<file path="config.mk">
export PLATFORM = sky130hd
export DESIGN_NAME = pulse_credit_tx
export DESIGN_NICKNAME = d
export VERILOG_FILES = /design/src/rtl/pulse_credit_tx.sv
export SDC_FILE = /design/constraint.sdc
export NUM_CORES = 1
export LEC_CHECK = 0
export ABC_AREA = 1
export CORE_MARGIN = 5
export CORE_UTILIZATION = 58
export DETAILED_ROUTE_END_ITERATION = 10
export PLACE_DENSITY = 0.83
export SKIP_CTS_REPAIR_TIMING = 1
export SLEW_MARGIN = 20
export SYNTH_ARGS = -nofsm -noshare
export SYNTH_HDL_FRONTEND = slang
export SYNTH_SLANG_ARGS = --single-unit
</file>
<file path="constraint.sdc">
create_clock -name clk_a -period 2.45 [get_ports clk_a]
set_input_delay 0.49 -clock clk_a [delete_from_list [all_inputs] [get_ports clk_a]]
set_output_delay 0.49 -clock clk_a [all_outputs]
set_load 0.005 [all_outputs]
</file>
<file path="src/rtl/pulse_credit_tx.sv">
// -----------------------------------------------------------------------------
// pulse_credit_tx
//
// Transmit-side pacing stage for a toggle-based pulse synchronizer (clk_a
// domain). Raw event strobes are counted into a saturating pending counter and
// released one single-cycle pulse at a time. After each pulse the block waits
// for the receiver's acknowledge toggle (synchronized into clk_a) or for a
// timeout. It then holds a minimum idle gap before the next release.
//
// Ports
//   clk_a        in   transmit-domain clock, rising edge
//   rst          in   synchronous active-high reset
//   evt_in       in   event strobe, one event per high cycle
//   ack_tgl      in   acknowledge toggle from clk_b (asynchronous to clk_a)
//   err_clr      in   clears the overflow / timeout_err sticky flags
//   pulse_out    out  single-cycle pulse to the downstream synchronizer
//   busy         out  high whenever the pacing FSM is not idle
//   pending      out  number of queued events
//   overflow     out  sticky: an event was dropped at saturation
//   timeout_err  out  sticky: a wait ended by timeout instead of an ack
//
// Parameter constraints: TIMEOUT >= 2, MIN_GAP >= 1,
//                        2**TO_W > max(TIMEOUT, MIN_GAP).
// -----------------------------------------------------------------------------
module pulse_credit_tx #(
  parameter int CNT_W   = 4,
  parameter int TIMEOUT = 32,
  parameter int MIN_GAP = 2,
  parameter int TO_W    = 6
) (
  input  logic             clk_a,
  input  logic             rst,
  input  logic             evt_in,
  input  logic             ack_tgl,
  input  logic             err_clr,
  output logic             pulse_out,
  output logic             busy,
  output logic [CNT_W-1:0] pending,
  output logic             overflow,
  output logic             timeout_err
);

  typedef enum logic [1:0] {
    S_IDLE = 2'd0,
    S_SEND = 2'd1,
    S_WAIT = 2'd2,
    S_GAP  = 2'd3
  } state_e;

  localparam logic [CNT_W-1:0] PEND_MAX = '1;
  localparam logic [TO_W-1:0]  TO_LAST  = TO_W'(TIMEOUT - 1);
  localparam logic [TO_W-1:0]  GAP_LAST = TO_W'(MIN_GAP - 1);

  state_e           state_q, state_d;
  logic [TO_W-1:0]  cnt_q, cnt_d;        // shared WAIT / GAP cycle counter
  logic [CNT_W-1:0] pend_q, pend_d;
  logic             ovf_q, ovf_d;
  logic             to_err_q, to_err_d;

  // ack_s1 is the metastability-catching stage; only ack_s2 and ack_d are
  // used by logic.
  logic ack_s1_q, ack_s2_q, ack_d_q;
  logic ack_edge;

  logic inc, dec;
  logic ovf_set, to_set;

  // ---------------------------------------------------------------------------
  // Registers
  // ---------------------------------------------------------------------------
  // NOTE: sequential state uses non-blocking assignments so every flop samples
  // the pre-edge value of its inputs regardless of statement order.
  always_ff @(posedge clk_a) begin
    if (rst) begin
      state_q  <= S_IDLE;
      cnt_q    <= '0;
      pend_q   <= '0;
      ovf_q    <= 1'b0;
      to_err_q <= 1'b0;
      ack_s1_q <= 1'b0;
      ack_s2_q <= 1'b0;
      ack_d_q  <= 1'b0;
    end else begin
      state_q  <= state_d;
      cnt_q    <= cnt_d;
      pend_q   <= pend_d;
      ovf_q    <= ovf_d;
      to_err_q <= to_err_d;
      ack_s1_q <= ack_tgl;
      ack_s2_q <= ack_s1_q;
      ack_d_q  <= ack_s2_q;
    end
  end

  // ack_d follows ack_s2 every cycle, so each toggle is a one-cycle edge.
  assign ack_edge = ack_s2_q ^ ack_d_q;

  // ---------------------------------------------------------------------------
  // Pacing FSM: next state, shared counter, timeout detection
  // ---------------------------------------------------------------------------
  // NOTE: every signal assigned in this block gets a default first, so no path
  // leaves a value unassigned and no latch is inferred.
  always_comb begin
    state_d = state_q;
    cnt_d   = cnt_q;
    to_set  = 1'b0;

    unique case (state_q)
      S_IDLE: begin
        if (pend_q != '0) state_d = S_SEND;
      end

      S_SEND: begin
        cnt_d   = '0;
        state_d = S_WAIT;
      end

      S_WAIT: begin
        // An ack in the last wait cycle still counts as an ack, not a timeout.
        if (ack_edge) begin
          cnt_d   = '0;
          state_d = S_GAP;
        end else if (cnt_q == TO_LAST) begin
          to_set  = 1'b1;
          cnt_d   = '0;
          state_d = S_GAP;
        end else begin
          cnt_d = cnt_q + 1'b1;
        end
      end

      S_GAP: begin
        if (cnt_q == GAP_LAST) begin
          cnt_d   = '0;
          state_d = S_IDLE;
        end else begin
          cnt_d = cnt_q + 1'b1;
        end
      end

      default: begin
        cnt_d   = '0;
        state_d = S_IDLE;
      end
    endcase
  end

  // ---------------------------------------------------------------------------
  // Pending counter and sticky flags
  // ---------------------------------------------------------------------------
  assign inc = evt_in;
  assign dec = (state_q == S_SEND);

  always_comb begin
    pend_d  = pend_q;
    ovf_set = 1'b0;

    if (inc && !dec) begin
      if (pend_q == PEND_MAX) ovf_set = 1'b1;
      else                    pend_d  = pend_q + 1'b1;
    end else if (dec && !inc) begin
      // SEND is only entered with a non-zero count; the guard keeps the
      // counter from wrapping even if that invariant were ever broken.
      if (pend_q != '0) pend_d = pend_q - 1'b1;
    end
  end

  // A set condition in the same cycle as err_clr leaves the flag set.
  assign ovf_d    = ovf_set | (ovf_q    & ~err_clr);
  assign to_err_d = to_set  | (to_err_q & ~err_clr);

  // ---------------------------------------------------------------------------
  // Outputs: decoded straight from registered state, no extra latency
  // ---------------------------------------------------------------------------
  assign pulse_out   = (state_q == S_SEND);
  assign busy        = (state_q != S_IDLE);
  assign pending     = pend_q;
  assign overflow    = ovf_q;
  assign timeout_err = to_err_q;

endmodule

</file>
==> impl_metrics.toml, run 1 <==
[floorplanning]
core_um2 = 1727
die_width_um = 52.39
core.rowCount = 15
vertical_extent_of_the_die_um = 52.39
initial_core_util_pct = 60.36
ioPinCount = 13
die_area_um2 = 2745

[routing]
route.detailed.drc = 0
vias = 940
postRouteAntennaNets = 0
postRouteWirelength_um = 2025
detailedRoute.firstPassIterationCount = 4
drt-initial-drc-count = 13
via_per_inst = 5.000
drt-wirelength-per-cell_um = 10.77

[placed_design]
detailed_place.area_um2 = 1196
port_buffers = 12
post-dp-hpwl_um = 1615
gp_congestion = 0.8397

[power]
p_int_uw = 697.6
clock_share_of_power_pct = 12.6
share_seq_of_total_power_pct = 33.3
ir_drop_uv = 617.6
total_switching_power_uw = 526.5
sw_frac_of_total_pct = 43.01
cell_pwr_density_nw_per_um2 = 1001
combPwrFrac_pct = 54.1
static-leakage-power_nw = 0.5409

[critical_path]
worstPathBufferInverterCount = 3
worstReg2RegStart = "state_q[1]"
max_stage_delay_ns = 0.50
critPathKind = "reg -> out"
worst_setup_path_startpoint = "state_q[0]"
critPathRequiredTime_ns = 1.96
cpLargestDelayFamily = "buffers and inverters"
timing.critical_path.mode_cell = "sky130_fd_sc_hd__inv_1"
timing.critical_path.fanout_max = 4
cp.arrival_ns = 1.67
crit_path_start_kind = "flip-flop"
crit_chain = "inv_1, ha_1, inv_1, clkdlybuf4s50_1"
cpMaxStageDelayCell = "sky130_fd_sc_hd__clkdlybuf4s50_1"
crit_path_end_kind = "output pin"

[logic_synthesis]
synth.cell_area_um2 = 1042
synth.distinct_cells = 24
synth_seq_cells = 17
yosysWarningCount = 0
seq_area_frac_synth_pct = 32.65
synth_flop_cell = "sky130_fd_sc_hd__dfxtp_1"
syn_nets = 162
async_flop_share_pct = 0
synthCells = 147
synth-edff-count = 0
syn_avg_cell_area_um2 = 7.090

[grt]
track_usage_pct = 18.35
total_grt_overflow = 0
global_route_wire_length_before_repair_um = 3746
antenna_found_initial = 0
number_of_global_route_vias_before_repair = 916
pin_count_of_the_biggest_net_entering_global_routing = 12

[final_layout]
flow.area_growth_from_synthesis_pct = 17.29
layout_net_count = 179
post_route_cells_drive_above_1_share_pct = 10.43
stdcell_area_um2 = 1222
insertedDiodeCount = 0

[cts]
clock_sinks = 17
tritoncts = "built"
clk_pin_slew_worst_paths_ns = 0.10
clock_latency_ns = 0.29
cts.path.max_buffers = 2
cts-buffers-inserted = 3
htree_levels = 1
clk_root_buffer_cell = "sky130_fd_sc_hd__clkbuf_4"

[sta]
layout_worst_path_cycle_share_pct = 88.24
fin_skew_ns = 0.002483
drv_slew = 0
hold_fails_final_rpt = 0
grt_setup_unrepaired = "false"
final.min_clock_period_ns = 2.162
setup_violations = 0
worst_pin_slew_ns = 0.2683
achievable-frequency_mhz = 462.5
setup_tns_ns = 0
max-slew-margin-rel_pct = 82.09

[hold_path]
hold_start = "ack_s1_q"
min_path_type = "reg -> reg"

[outcome]
outcome = "completed"

[run]
max_cap_violations = 0
[per-layer routing]
layer | global-route usage (%) | routed length [um] | vias up
met1 | 21.50 | 965 | 421
met2 | 32.23 | 951 | 16
li1 | - | - | 499
met4 | 8.936 | 34 | 0
met5 | 0 | 0 | -
met3 | 2.564 | 74 | 4
[registers in the layout, indices dropped and copies added, names as in the netlist]
| name | count |
|---|---|
| cnt_q | 6 |
| pending | 4 |
| state_q | 2 |
| ack_d_q | 1 |
| ack_s1_q | 1 |
| ack_s2_q | 1 |
| overflow | 1 |
| timeout_err | 1 |
[power by group through the flow]
stage / registers (mW) / logic [mW] / clock network [mW]
floorplan: 0.400 / 0.483 / 0
detailed placement: 0.415 / 0.667 / 0
CTS: 0.408 / 0.670 / 0.160
global placement: 0.413 / 0.644 / 0
finish: 0.408 / 0.662 / 0.154
global route: 0.419 / 0.766 / 0.176
[tightest hold or removal path: stages, from the launching register on]
cell	delay (ns)
sky130_fd_sc_hd__dfxtp_1	0.31
sky130_fd_sc_hd__inv_1	0.04
sky130_fd_sc_hd__nor2_1	0.03
[cells by family (layout without fill, tap and decap cells)]
group | count (synthesis) | after routing | share of synthesized area (%)
xor gates and xnor gates | 1 | 1 | 0.8405
buffers and inverters | 23 | 39 | 8.763
AOI/OAI and AO/OA | 16 | 16 | 9.124
and+or+nand+nor | 80 | 80 | 35.89
adders and majority gates | 10 | 10 | 12.73
DFF | 17 | 17 | 32.65
[stage by stage]
| step | utilization (%) | power, mW | hold slack (ns) | cells | setup slack (ns) |
|---|---|---|---|---|---|
| 2_1_floorplan | - | 0.8831 | 0.3883 | 147 | 0.7788 |
| 3_3_place_gp | 69.28 | 1.057 | 0.3971 | 184 | 0.4401 |
| 3_5_place_dp | 69.28 | 1.082 | 0.4017 | 184 | 0.3364 |
| 4_1_cts | 70.80 | 1.238 | 0.4192 | 188 | 0.2644 |
| 5_1_grt | 70.80 | 1.361 | 0.4487 | 188 | 0.1925 |
| 6_report | 70.80 | 1.224 | 0.4162 | 188 | 0.2880 |
[cells in the mapped netlist (2+ instances only)]
master	count	area, um2
sky130_fd_sc_hd__a21oi_1	8	40.04
sky130_fd_sc_hd__dfxtp_1	17	340.3
sky130_fd_sc_hd__ha_1	9	112.6
sky130_fd_sc_hd__inv_1	20	75.07
sky130_fd_sc_hd__nand2_1	33	123.9
sky130_fd_sc_hd__nand2_2	3	18.77
sky130_fd_sc_hd__nand3_1	8	40.04
sky130_fd_sc_hd__nand3_2	2	20.02
sky130_fd_sc_hd__nand4_1	4	25.02
sky130_fd_sc_hd__nor2_1	24	90.09
sky130_fd_sc_hd__nor2_4	3	33.78
sky130_fd_sc_hd__o21ai_0	4	20.02
[cell usage in the layout (no fill, tap or decap), drive strengths merged, types with 2 or more instances in the layout]
cell type / netlist / layout
clkdlybuf4s50: 0 / 12
clkbuf: 0 / 4
o21ai: 5 / 5
inv: 21 / 21
nand3: 10 / 10
dfxtp: 17 / 17
nand4: 4 / 4
a21oi: 8 / 8
nor2: 27 / 27
nand2: 36 / 36
ha: 9 / 9
nor3: 2 / 2
buf: 2 / 2
[final timing paths]
kind                                    to  slack, ns  cells past startpoint
worst max register to register  pending[3]       0.55                     12
worst min register to register    ack_s2_q       0.42                      2
worst max-delay path                  busy       0.29                      4
worst min-delay path              ack_s2_q       0.42                      2
[layout make-up]
cell class	instances	area, um2
fillers	161	504.2
multi-input cells	107	610.6
well taps	25	31.28
clock buffers	4	26.28
inverters	21	78.83
repair buffers	14	135.1
flip-flops and latches	17	340.3
(Power assumes the default switching activity.)
==> inputs of run 2 (changes only) <==
- CORE_MARGIN: 5 -> 2
- CORE_UTILIZATION: 58 -> 53
- GPL_ROUTABILITY_DRIVEN: not set -> 0
- PLACE_DENSITY: 0.83 -> 0.77
- clock period: 2.45 -> 2.2 ns (I/O delays scaled with it)
==> run 2 against run 1 <==
- via count rose by 0.43%
- global-route usage rose by 1.8 points
- worst hold slack improved by 0.0059 ns
- combinational power rose by 12%
- design area rose by 0.41%
- flip-flop and latch count did not move
- setup slack got worse by 0.16 ns
- critical path depth did not move
- wire length rose by 5.1%
- register-to-register slack got worse by 0.23 ns
- highest routed layer unchanged
==> impl_metrics.toml, run 2 (same netlist as run 1, synthesis figures left out) <==
[outcome]
outcome = "completed"

[critical_path]
timing.critical_path.mode_cell = "sky130_fd_sc_hd__inv_1"
critPathRequiredTime_ns = 1.76
reg2reg_depth = 12
crit_path_start_kind = "flip-flop"
reg2reg_to = "pending[3]"
cpLargestDelayFamily = "buffers and inverters"
reg2reg_slack_ns = 0.32
crit_path_end_kind = "output pin"
timing.critical_path.fanout_max = 4
cpMaxStageDelayCell = "sky130_fd_sc_hd__clkdlybuf4s50_1"
worstPathBufferInverterCount = 3
crit_chain = "inv_1, ha_1, inv_1, clkdlybuf4s50_1"
worstReg2RegStart = "state_q[1]"
critPathKind = "reg -> out"
max_stage_delay_ns = 0.49
cp.arrival_ns = 1.63

[floorplanning]
core_um2 = 1902
ioPinCount = 13
die_width_um = 48.35
vertical_extent_of_the_die_um = 48.35
die_area_um2 = 2337
initial_core_util_pct = 54.80
core.rowCount = 16

[final_layout]
largest_reg_flops = 6
flow.area_growth_from_synthesis_pct = 17.77
final_cell_mix = "sky130_fd_sc_hd__nand2_1 (33), sky130_fd_sc_hd__nor2_1 (24), sky130_fd_sc_hd__inv_1 (20)"
regMostFlops = "cnt_q"
insertedDiodeCount = 0
layout_net_count = 179
utilization_pct = 64.54
post_route_cells_drive_above_1_share_pct = 11.66
layout.cells.most_common = "sky130_fd_sc_hd__nand2_1"

[cts]
cts-buffers-inserted = 3
tritoncts = "built"
clock_sinks = 17
cts.path.max_buffers = 2
clk_root_buffer_cell = "sky130_fd_sc_hd__clkbuf_4"
clk_pin_slew_worst_paths_ns = 0.10
clock_latency_ns = 0.30
htree_levels = 1

[sta]
layout_worst_path_cycle_share_pct = 94.26
final.min_clock_period_ns = 2.074
worst_pin_slew_ns = 0.2824
drv_slew = 0
setup_tns_ns = 0
setup_violations = 0
worst_hold_slack_ns = 0.4221
fin_skew_ns = 0.003233
grt_setup_unrepaired = "false"
hold_fails_final_rpt = 0
max-slew-margin-rel_pct = 81.15
achievable-frequency_mhz = 482.2

[hold_path]
whs_path_depth = 2
min_path_type = "reg -> reg"
hold_start = "ack_s1_q"
worstHoldEndpoint = "ack_s2_q"

[routing]
detailedRoute.firstPassIterationCount = 4
drt-wirelength-per-cell_um = 11.21
postRouteWirelength_um = 2129
vias = 944
via_per_inst = 4.968
postRouteAntennaNets = 0
route.detailed.drc = 0
drt-initial-drc-count = 16

[placed_design]
port_buffers = 12
post-dp-hpwl_um = 1672

[grt]
global_route_wire_length_before_repair_um = 3712
number_of_global_route_vias_before_repair = 956
track_usage_pct = 20.20
total_grt_overflow = 0
pin_count_of_the_biggest_net_entering_global_routing = 12
antenna_found_initial = 0

[power]
static-leakage-power_nw = 0.5438
cell_pwr_density_nw_per_um2 = 1116
ir_drop_uv = 633.1

[run]
max_cap_violations = 0
-- run 2: cell count changes in the layout (fill, tap and decap cells not counted), sizes merged --
cell and delta:
clkinv +1, clkbuf -1
-- run 2: area by class of cell --
| type | count | area, um2 |
|---|---|---|
| sequential | 17 | 341.6 |
| multi-input combinational | 107 | 610.6 |
| inverter | 21 | 78.83 |
| fill | 170 | 674.4 |
| timing repair buffer | 14 | 135.1 |
| clock inverter | 1 | 5.005 |
| tap | 27 | 33.78 |
| clock buffer | 3 | 22.52 |
-- run 2: routing by layer --
| metal | wire length (um) | track usage, % | vias to the layer above |
|---|---|---|---|
| met1 | 957 | 21.70 | 426 |
| met4 | 68 | 15.24 | 0 |
| met2 | 1039 | 35.42 | 16 |
| met5 | 0 | 0 | - |
| met3 | 64 | 3.395 | 6 |
| li1 | - | - | 496 |
-- run 2: worst max path at each step --
| stage | cells past startpoint | startpoint | end | slack, ns |
|---|---|---|---|---|
| floorplan | 12 | state_q[1] | pending[3] | 0.53 |
| global placement | 10 | evt_in | pending[3] | 0.24 |
| detailed placement | 10 | evt_in | pending[3] | 0.18 |
| CTS | 4 | state_q[0] | busy | 0.08 |
| global route | 4 | state_q[1] | busy | 0.01 |
| finish | 4 | state_q[1] | busy | 0.13 |
-- run 2: worst register-to-register path, stage by stage (launching register included) --
cell and delay (ns):
sky130_fd_sc_hd__dfxtp_1 0.39, sky130_fd_sc_hd__inv_1 0.10, sky130_fd_sc_hd__ha_1 0.22, sky130_fd_sc_hd__inv_1 0.10, sky130_fd_sc_hd__nand2_1 0.16, sky130_fd_sc_hd__ha_1 0.36, sky130_fd_sc_hd__nand3_1 0.09, sky130_fd_sc_hd__nand3_1 0.08
sky130_fd_sc_hd__inv_1 0.06, sky130_fd_sc_hd__nand2_1 0.04, sky130_fd_sc_hd__nand2_1 0.05, sky130_fd_sc_hd__nand2_1 0.04, sky130_fd_sc_hd__a21oi_1 0.11
-- run 2: stage by stage --
step,cells,setup WS (ns),cell area (um2),total power [mW]
2_1_floorplan,147,0.5288,1042,0.9835
3_3_place_gp,186,0.2387,1199,1.178
3_5_place_dp,186,0.1771,1199,1.204
4_1_cts,190,0.07894,1226,1.379
5_1_grt,190,0.01077,1227,1.507
6_report,190,0.1262,1227,1.369
-- run 2: where the power goes --
part	internal [mW]	switching, mW	leakage, nW
registers	0.372	0.0885	0.139
logic	0.336	0.403	0.387
clock network	0.0678	0.102	0.0177
total	0.776	0.593	0.544
==> inputs of run 3 (changes only) <==
==> constraint.sdc (replaced) <==
create_clock -name clk_a -period 2.2 [get_ports clk_a]
set_input_delay 0.33 -clock clk_a [delete_from_list [all_inputs] [get_ports clk_a]]
set_output_delay 0.33 -clock clk_a [all_outputs]
set_load 0.005 [all_outputs]
==> run 3 against run 2 <==
- wire length down 4.6%
- clock power barely moved
- non-clock buffer count is the same
- critical path depth unchanged
- first-iteration DRC count unchanged
- flip-flop and latch count stayed put
- sequential power decreased by 1%
- power fell by 0.66%
- global-route usage fell by 1.4 points
- register-to-register slack hardly changed
- critical endpoint unchanged
- largest power group unchanged
==> impl_metrics.toml, run 3 (same netlist as run 1, synthesis figures left out) <==
[final_layout]
utilization_pct = 64.41
final_cell_mix = "sky130_fd_sc_hd__nand2_1 (33), sky130_fd_sc_hd__nor2_1 (24), sky130_fd_sc_hd__inv_1 (20)"
layout.filler_cells = 192
post_route_cells_drive_above_1_share_pct = 10.43
register_area_um2 = 340.3
insertedDiodeCount = 0
flow.area_growth_from_synthesis_pct = 17.53
combined_area_of_the_multi_input_logic_cells_um2 = 610.6
stdcell_area_um2 = 1225
largest_reg_flops = 6
regMostFlops = "cnt_q"
layout_net_count = 179
layout.cells.most_common = "sky130_fd_sc_hd__nand2_1"

[sta]
layout_worst_path_cycle_share_pct = 89.77
drv_slew = 0
setup_violations = 0
max-slew-margin-rel_pct = 81.20
grt_setup_unrepaired = "false"
setup_tns_ns = 0
worst_pin_slew_ns = 0.2817
achievable-frequency_mhz = 506.3
hold_fails_final_rpt = 0
final.min_clock_period_ns = 1.975
worst_hold_slack_ns = 0.4203
fin_skew_ns = 0.002478

[floorplanning]
die_width_um = 48.35
ioPinCount = 13
vertical_extent_of_the_die_um = 48.35
die_area_um2 = 2337
core.rowCount = 16
initial_core_util_pct = 54.80
core_um2 = 1902

[routing]
postRouteWirelength_um = 2031
route.detailed.drc = 0
vias = 951
postRouteAntennaNets = 0
via_per_inst = 5.005
drt-initial-drc-count = 16
detailedRoute.firstPassIterationCount = 4
drt-wirelength-per-cell_um = 10.69

[critical_path]
timing.critical_path.mode_cell = "sky130_fd_sc_hd__inv_1"
critPathKind = "reg -> out"
cpLargestDelayFamily = "buffers and inverters"
cp.arrival_ns = 1.65
critPathRequiredTime_ns = 1.87
crit_chain = "inv_1, ha_1, inv_1, clkdlybuf4s50_1"
max_stage_delay_ns = 0.50
crit_path_end_kind = "output pin"
cpMaxStageDelayCell = "sky130_fd_sc_hd__clkdlybuf4s50_1"
worstPathBufferInverterCount = 3
crit_path_start_kind = "flip-flop"
timing.critical_path.fanout_max = 4

[grt]
track_usage_pct = 18.82
antenna_found_initial = 0
number_of_global_route_vias_before_repair = 872
global_route_wire_length_before_repair_um = 3539
total_grt_overflow = 0
pin_count_of_the_biggest_net_entering_global_routing = 12

[outcome]
outcome = "completed"

[placed_design]
detailed_place.area_um2 = 1199
post-dp-hpwl_um = 1643
port_buffers = 12

[hold_path]
min_path_type = "reg -> reg"

[power]
ir_drop_uv = 578.5
static-leakage-power_nw = 0.5409
design_power_total_mw = 1.360
cell_pwr_density_nw_per_um2 = 1111

[run]
max_cap_violations = 0

[cts]
htree_levels = 1
cts-buffers-inserted = 3
tritoncts = "built"
clock_sinks = 17
cts.path.max_buffers = 2
clk_root_buffer_cell = "sky130_fd_sc_hd__clkbuf_4"
clock_latency_ns = 0.29
clk_pin_slew_worst_paths_ns = 0.09
## run 3: changes by cell type in the layout (fill, tap and decap cells not counted)
cell / before / now
sky130_fd_sc_hd__dfxtp_2: 1 / 0
sky130_fd_sc_hd__clkbuf_1: 0 / 1
sky130_fd_sc_hd__dfxtp_1: 16 / 17
sky130_fd_sc_hd__clkinv_2: 1 / 0
## run 3: report_power, final
part	internal [mW]	total, mW	switching (mW)
Combinational	0.336	0.735	0.399
Sequential	0.371	0.456	0.0855
Clock	0.0706	0.169	0.0989
Total	0.777	1.36	0.584
## run 3: path summary, 6_finish.rpt
path	startpoint	endpoint	slack, ns	cells after the start
worst max-delay path	state_q[0]	busy	0.22	4
worst min-delay path	ack_s1_q	ack_s2_q	0.42	2
worst max register to register	state_q[1]	pending[3]	0.31	12
worst min register to register	ack_s1_q	ack_s2_q	0.42	2
## run 3: worst register-to-register path, stage by stage (launching register included)
cell,delay [ns]
sky130_fd_sc_hd__dfxtp_1,0.39
sky130_fd_sc_hd__inv_1,0.09
sky130_fd_sc_hd__ha_1,0.22
sky130_fd_sc_hd__inv_1,0.10
sky130_fd_sc_hd__nand2_1,0.16
sky130_fd_sc_hd__ha_1,0.36
sky130_fd_sc_hd__nand3_1,0.10
sky130_fd_sc_hd__nand3_1,0.08
sky130_fd_sc_hd__inv_1,0.06
sky130_fd_sc_hd__nand2_1,0.05
sky130_fd_sc_hd__nand2_1,0.05
sky130_fd_sc_hd__nand2_1,0.04
sky130_fd_sc_hd__a21oi_1,0.12
## run 3: area by class of cell
cell class | count | share of cell area (%)
Timing Repair Buffer | 14 | 11.03
Inverter | 21 | 6.435
Tap cell | 27 | 2.758
Multi-Input combinational cell | 107 | 49.85
Clock buffer | 4 | 2.145
Sequential cell | 17 | 27.78
## run 3: layer usage
layer | track usage [%] | up-vias | share of wire [%]
met2 | 34.72 | 17 | 50
li1 | - | 501 | -
met4 | 5.714 | 0 | 1.5
met5 | 0 | - | 0
met1 | 22.33 | 428 | 45
met3 | 3.086 | 5 | 3.8
## run 3: stage by stage
step / setup WS (ns) / std cells
2_1_floorplan: 0.5288 / 147
4_1_cts: 0.1972 / 190
3_3_place_gp: 0.3480 / 186
3_5_place_dp: 0.2636 / 186
6_report: 0.2250 / 190
5_1_grt: 0.09989 / 190
==> variant 1 (flow settings as in run 2) <==
Change the parameter `CNT_W` from 4 to 5.
--- a/src/rtl/pulse_credit_tx.sv
+++ b/src/rtl/pulse_credit_tx.sv
@@ -25,3 +25,3 @@
 module pulse_credit_tx #(
-  parameter int CNT_W   = 4,
+  parameter int CNT_W   = 5,
   parameter int TIMEOUT = 32,
Ports: changed (resized pending); port bits go from 13 to 14. The function was not compared with the original's and may differ.
==> variant 1 against run 2 <==
Die area increased by 8.3%. Critical path depth unchanged. Sequential share of layout area is 0.84 points lower. First-iteration DRC count fell by 31%. Setup slack got worse by 0.022 ns. Synthesized cell count grew 14%. Sequential cell count rose by 1. Power increased by 15%. Wire length grew 13%. Final area rose by 9.2%. Synthesized area increased by 9.0%. Fmax fell by 1.0%. Largest cell class unchanged. Highest routed layer unchanged.
==> variant 1: results (changes against run 2) <==
* Top cells by area, synth: dfxtp_1 32%, nand2_1 12%, ha_1 11% (was dfxtp_1 33%, nand2_1 12%, ha_1 11%)
* Final setup skew at 0.00562 ns (was 0.00323 ns)
* Met3 Usage GRT at 4.17% (was 3.40%)
* Place WS at 0.0875 ns (was 0.177 ns)
* Final Total Pwr at 0.00157 W (was 0.00137 W)
* WL met3 at 81 µm (was 64 µm)
* Max transition margin at 76.0% (was 81.2%)
* Share of layout cells above drive strength 1 at 10.3% (was 11.7%)
* # fillers at 176 (was 170)
* Final nets at 201 (was 179)
* Drt first pass iters at 4 (unchanged)
* Synthesized flop and latch total at 18 (was 17)
* #MultiIn Comb at 122 (was 107)
* Post-synthesis sequential area ratio at 31.7% (was 32.7%)
* DRT iter0 DRCs at 11 (was 16)
* ClkCell Share at 2.71% (was 2.24%)
* Met1 Routed Length at 1.12 mm (was 957 µm)
* GRT Util Overall at 22.2% (was 20.2%)
* Leakage at 0.600 nW (was 0.544 nW)
* Clock power share at 13.5% (was 12.4%)
* Core ar. at 2000 µm² (was 1900 µm²)
* Seq area share at 27.0% (was 27.8%)
* Max IR drop VDD at 0.894 mV (was 0.633 mV)
* Syn_nets at 184 (was 162)
* Met2 WL post-DR at 1.19 mm (was 1.04 mm)
* Area used by multi-input combinational logic at 669 µm² (was 611 µm²)
* Insertion delay to the later sink of the worst-skew pair at 0.30 ns (about the same)
* Post-synth cell types at 22 (was 24)
* Non-clock buffer share of cell area at 10.3% (was 11.0%)
* Met2 GRT Util at 39.9% (was 35.4%)
* Maximum fanout along the worst path at 10 (was 4)
* Most frequent cells after synthesis: 35 x nand2_1, 29 x nor2_1, 24 x inv_1, 18 x dfxtp_1, 11 x nand3_1 (was 33 x nand2_1, 24 x nor2_1, 20 x inv_1, 17 x dfxtp_1, 9 x ha_1)
* Int Power at 0.000884 W (was 0.000776 W)
* Post-Synth Adder-Cell Area at 12.8% (was 12.7%)
* Routed WL at 2.41 mm (was 2.13 mm)
* Layer with the highest usage: met2 (unchanged)
* Synth Area in Compound Gates at 8.15% (was 9.12%)
* XOR/XNOR share of the synthesized area at 2.31% (was 0.840%)
* Status: finished, final reports clean (unchanged)
* Met1 Use GR at 26.4% (was 21.7%)
* Vias at 1059 (was 944)
* Non-CTS inverters at 26 (was 21)
-- variant 1: cell count changes after synthesis, moves of 2 or more --
cell	before	now
nor2_1	24	29
nor2_4	3	0
nand2_2	3	1
xnor2_1	0	3
nand2_1	33	35
nand3_1	8	11
nor2_2	0	6
o21ai_0	4	8
inv_1	20	24
-- variant 1: final timing paths --
| path | from | end | slack (ns) | cells past startpoint |
|---|---|---|---|---|
| worst max-delay path | state_q[1] | busy | 0.10 | 4 |
| worst min-delay path | ack_s1_q | ack_s2_q | 0.42 | 2 |
| worst max register to register | state_q[1] | pending[4] | 0.27 | 12 |
| worst min register to register | ack_s1_q | ack_s2_q | 0.42 | 2 |
-- variant 1: stage by stage --
stage	instances	instance area (µm²)	utilization (%)
2_1_floorplan	168	1140	-
3_3_place_gp	207	1300	64.8
3_5_place_dp	207	1300	64.8
4_1_cts	211	1330	66.6
5_1_grt	211	1340	66.9
6_report	211	1340	66.9
==> variant 2 (settings of run 2) <==
Made on the original files. The 4 states of `state_e` get a one-hot encoding in 4 bits.
--- a/src/rtl/pulse_credit_tx.sv
+++ b/src/rtl/pulse_credit_tx.sv
@@ -42,7 +42,7 @@
 
-  typedef enum logic [1:0] {
-    S_IDLE = 2'd0,
-    S_SEND = 2'd1,
-    S_WAIT = 2'd2,
-    S_GAP  = 2'd3
+  typedef enum logic [3:0] {
+    S_IDLE = 4'b0001,
+    S_SEND = 4'b0010,
+    S_WAIT = 4'b0100,
+    S_GAP  = 4'b1000
   } state_e;
Behaviour: same outputs for any inputs over 10 cycles, from zero or initial values and one cycle with rst high; not proved beyond that.
==> variant 2 against run 2 <==
Worst hold slack lost 0.013 ns. Wire length shrank 4.7%. Via count shrank 2.9%. Setup slack gained 0.11 ns. Sequential cell count grew 2. Clock skew shrank 0.0026 ns. Final area shrank 1.5%. Register-to-register slack gained 0.20 ns. Non-clock buffer count shrank 1. Fmax grew 5.5%. Die area shrank 0.99%. Synthesized area shrank 1.1%. Power shrank 21%. Core utilization grew 3.2 points.
==> variant 2: results (changes against run 2) <==
* Critical-path top delay cell: clkdlybuf4s50_1 (unchanged)
* Leakage at 0.547 nW (was 0.544 nW)
* Post-synthesis sequential area ratio at 36.9% (was 32.7%)
* HPWL after DPL at 1.59 mm (was 1.67 mm)
* DRT iter0 DRCs at 12 (was 16)
* Maximum fanout along the worst path at 8 (was 4)
* Diodes inserted at 0 (unchanged)
* Worst R2R Start: state_q[2] (was state_q[1])
* Syn_nets at 154 (was 162)
* Hold EP: ack_s2_q (unchanged)
* Mean Syn Cell Area at 7.11 µm² (was 7.09 µm²)
* Via density at 4.93 (was 4.97)
* Insertion delay to the later sink of the worst-skew pair at between 0.2 and 0.3 ns
* Worst setup SP type: register (unchanged)
* Critical Path AT at 1.53 ns (was 1.63 ns)
* Drt first pass iters at 4 (unchanged)
* Final nets at 171 (was 179)
* GRT Util Overall at 20.4% (was 20.2%)
* Worst R2R Setup Slack at 0.52 ns (was 0.32 ns)
* Share of layout cells above drive strength 1 at 13.0% (was 11.7%)
* Met1 Use GR at 24.9% (was 21.7%)
* Highest routed layer: met4 (unchanged)
* First-pass GRT wire length at 3.26 mm (was 3.71 mm)
* Ys Warns at 0 (unchanged)
* Max IR drop VDD at 0.539 mV (was 0.633 mV)
* Number of global-route vias before repair at 769 (was 956)
* Met3 Usage GRT at 5.19% (was 3.40%)
* Status: finished, final reports clean (unchanged)
* Largest net degree at the start of global routing at 11 (was 12)
* Top cells by area, synth: dfxtp_1 37%, inv_1 9.8%, nand2_1 9.1% (was dfxtp_1 33%, nand2_1 12%, ha_1 11%)
* Most frequent cells after synthesis: 27 x inv_1, 25 x nand2_1, 19 x dfxtp_1, 14 x nor2_1, 11 x a21oi_1 (was 33 x nand2_1, 24 x nor2_1, 20 x inv_1, 17 x dfxtp_1, 9 x ha_1)
* Reg2reg path depth at 10 (was 12)
* Period utilization at 89.4% (was 94.3%)
* Final setup skew at 0.000669 ns (was 0.00323 ns)
* Crit path largest cell delay at 0.49 ns (about the same)
* Placed cell count at 182 (was 186)
* Place WS at 0.139 ns (was 0.177 ns)
* Reg with most FFs: cnt_q (unchanged)
* Post-synth cell types at 27 (was 24)
* WL met3 at 44 µm (was 64 µm)
* Met1 Routed Length at 946 µm (was 957 µm)
* Met2 WL post-DR at 1.01 mm (was 1.04 mm)
* TritonCTS buffer count at 3 (unchanged)
* Crit path to: pulse_out (was busy)
* Clock-pin slew on the worst setup and hold paths at 0.10 ns (about the same)
* Max reg flops at 6 (unchanged)
* Worst slew pin tran at 0.310 ns (was 0.282 ns)
* Vias at 917 (was 944)
* WL per Instance at 10.9 µm (was 11.2 µm)
* Met2 GRT Util at 34.1% (was 35.4%)
* HP Start: ack_s1_q (unchanged)
* Reg2reg end: pending[3] (unchanged)
* Hold WS at 0.409 ns (was 0.422 ns)
* Placed Area at 1180 µm² (was 1200 µm²)
-- variant 2: cells by family (layout without fill, tap and decap cells) --
kind of cell / count (synthesis) / after routing / share of synthesized area, %
XOR/XNOR: 3 / 3 / 2.55
buffers and inverters: 29 / 45 / 10.9
adder cells (fa/ha/maj): 4 / 4 / 4.85
AND/OR/NAND/NOR: 68 / 68 / 32.6
AO/OA/AOI/OAI: 22 / 22 / 12.1
flip-flops: 19 / 19 / 36.9
-- variant 2: report_power, final --
group          switching [W]  internal, W  leakage (nW)
clock network       0.000103    0.0000704        0.0150
registers          0.0000472     0.000391         0.155
logic               0.000269     0.000196         0.377
-- variant 2: layout make-up --
| type | instances | area, µm² |
|---|---|---|
| clock buffer | 4 | 26.3 |
| fill | 155 | 574 |
| inverter | 28 | 105 |
| multi-input combinational | 97 | 538 |
| sequential | 19 | 380 |
| tap | 25 | 31.3 |
| timing repair buffer | 13 | 128 |
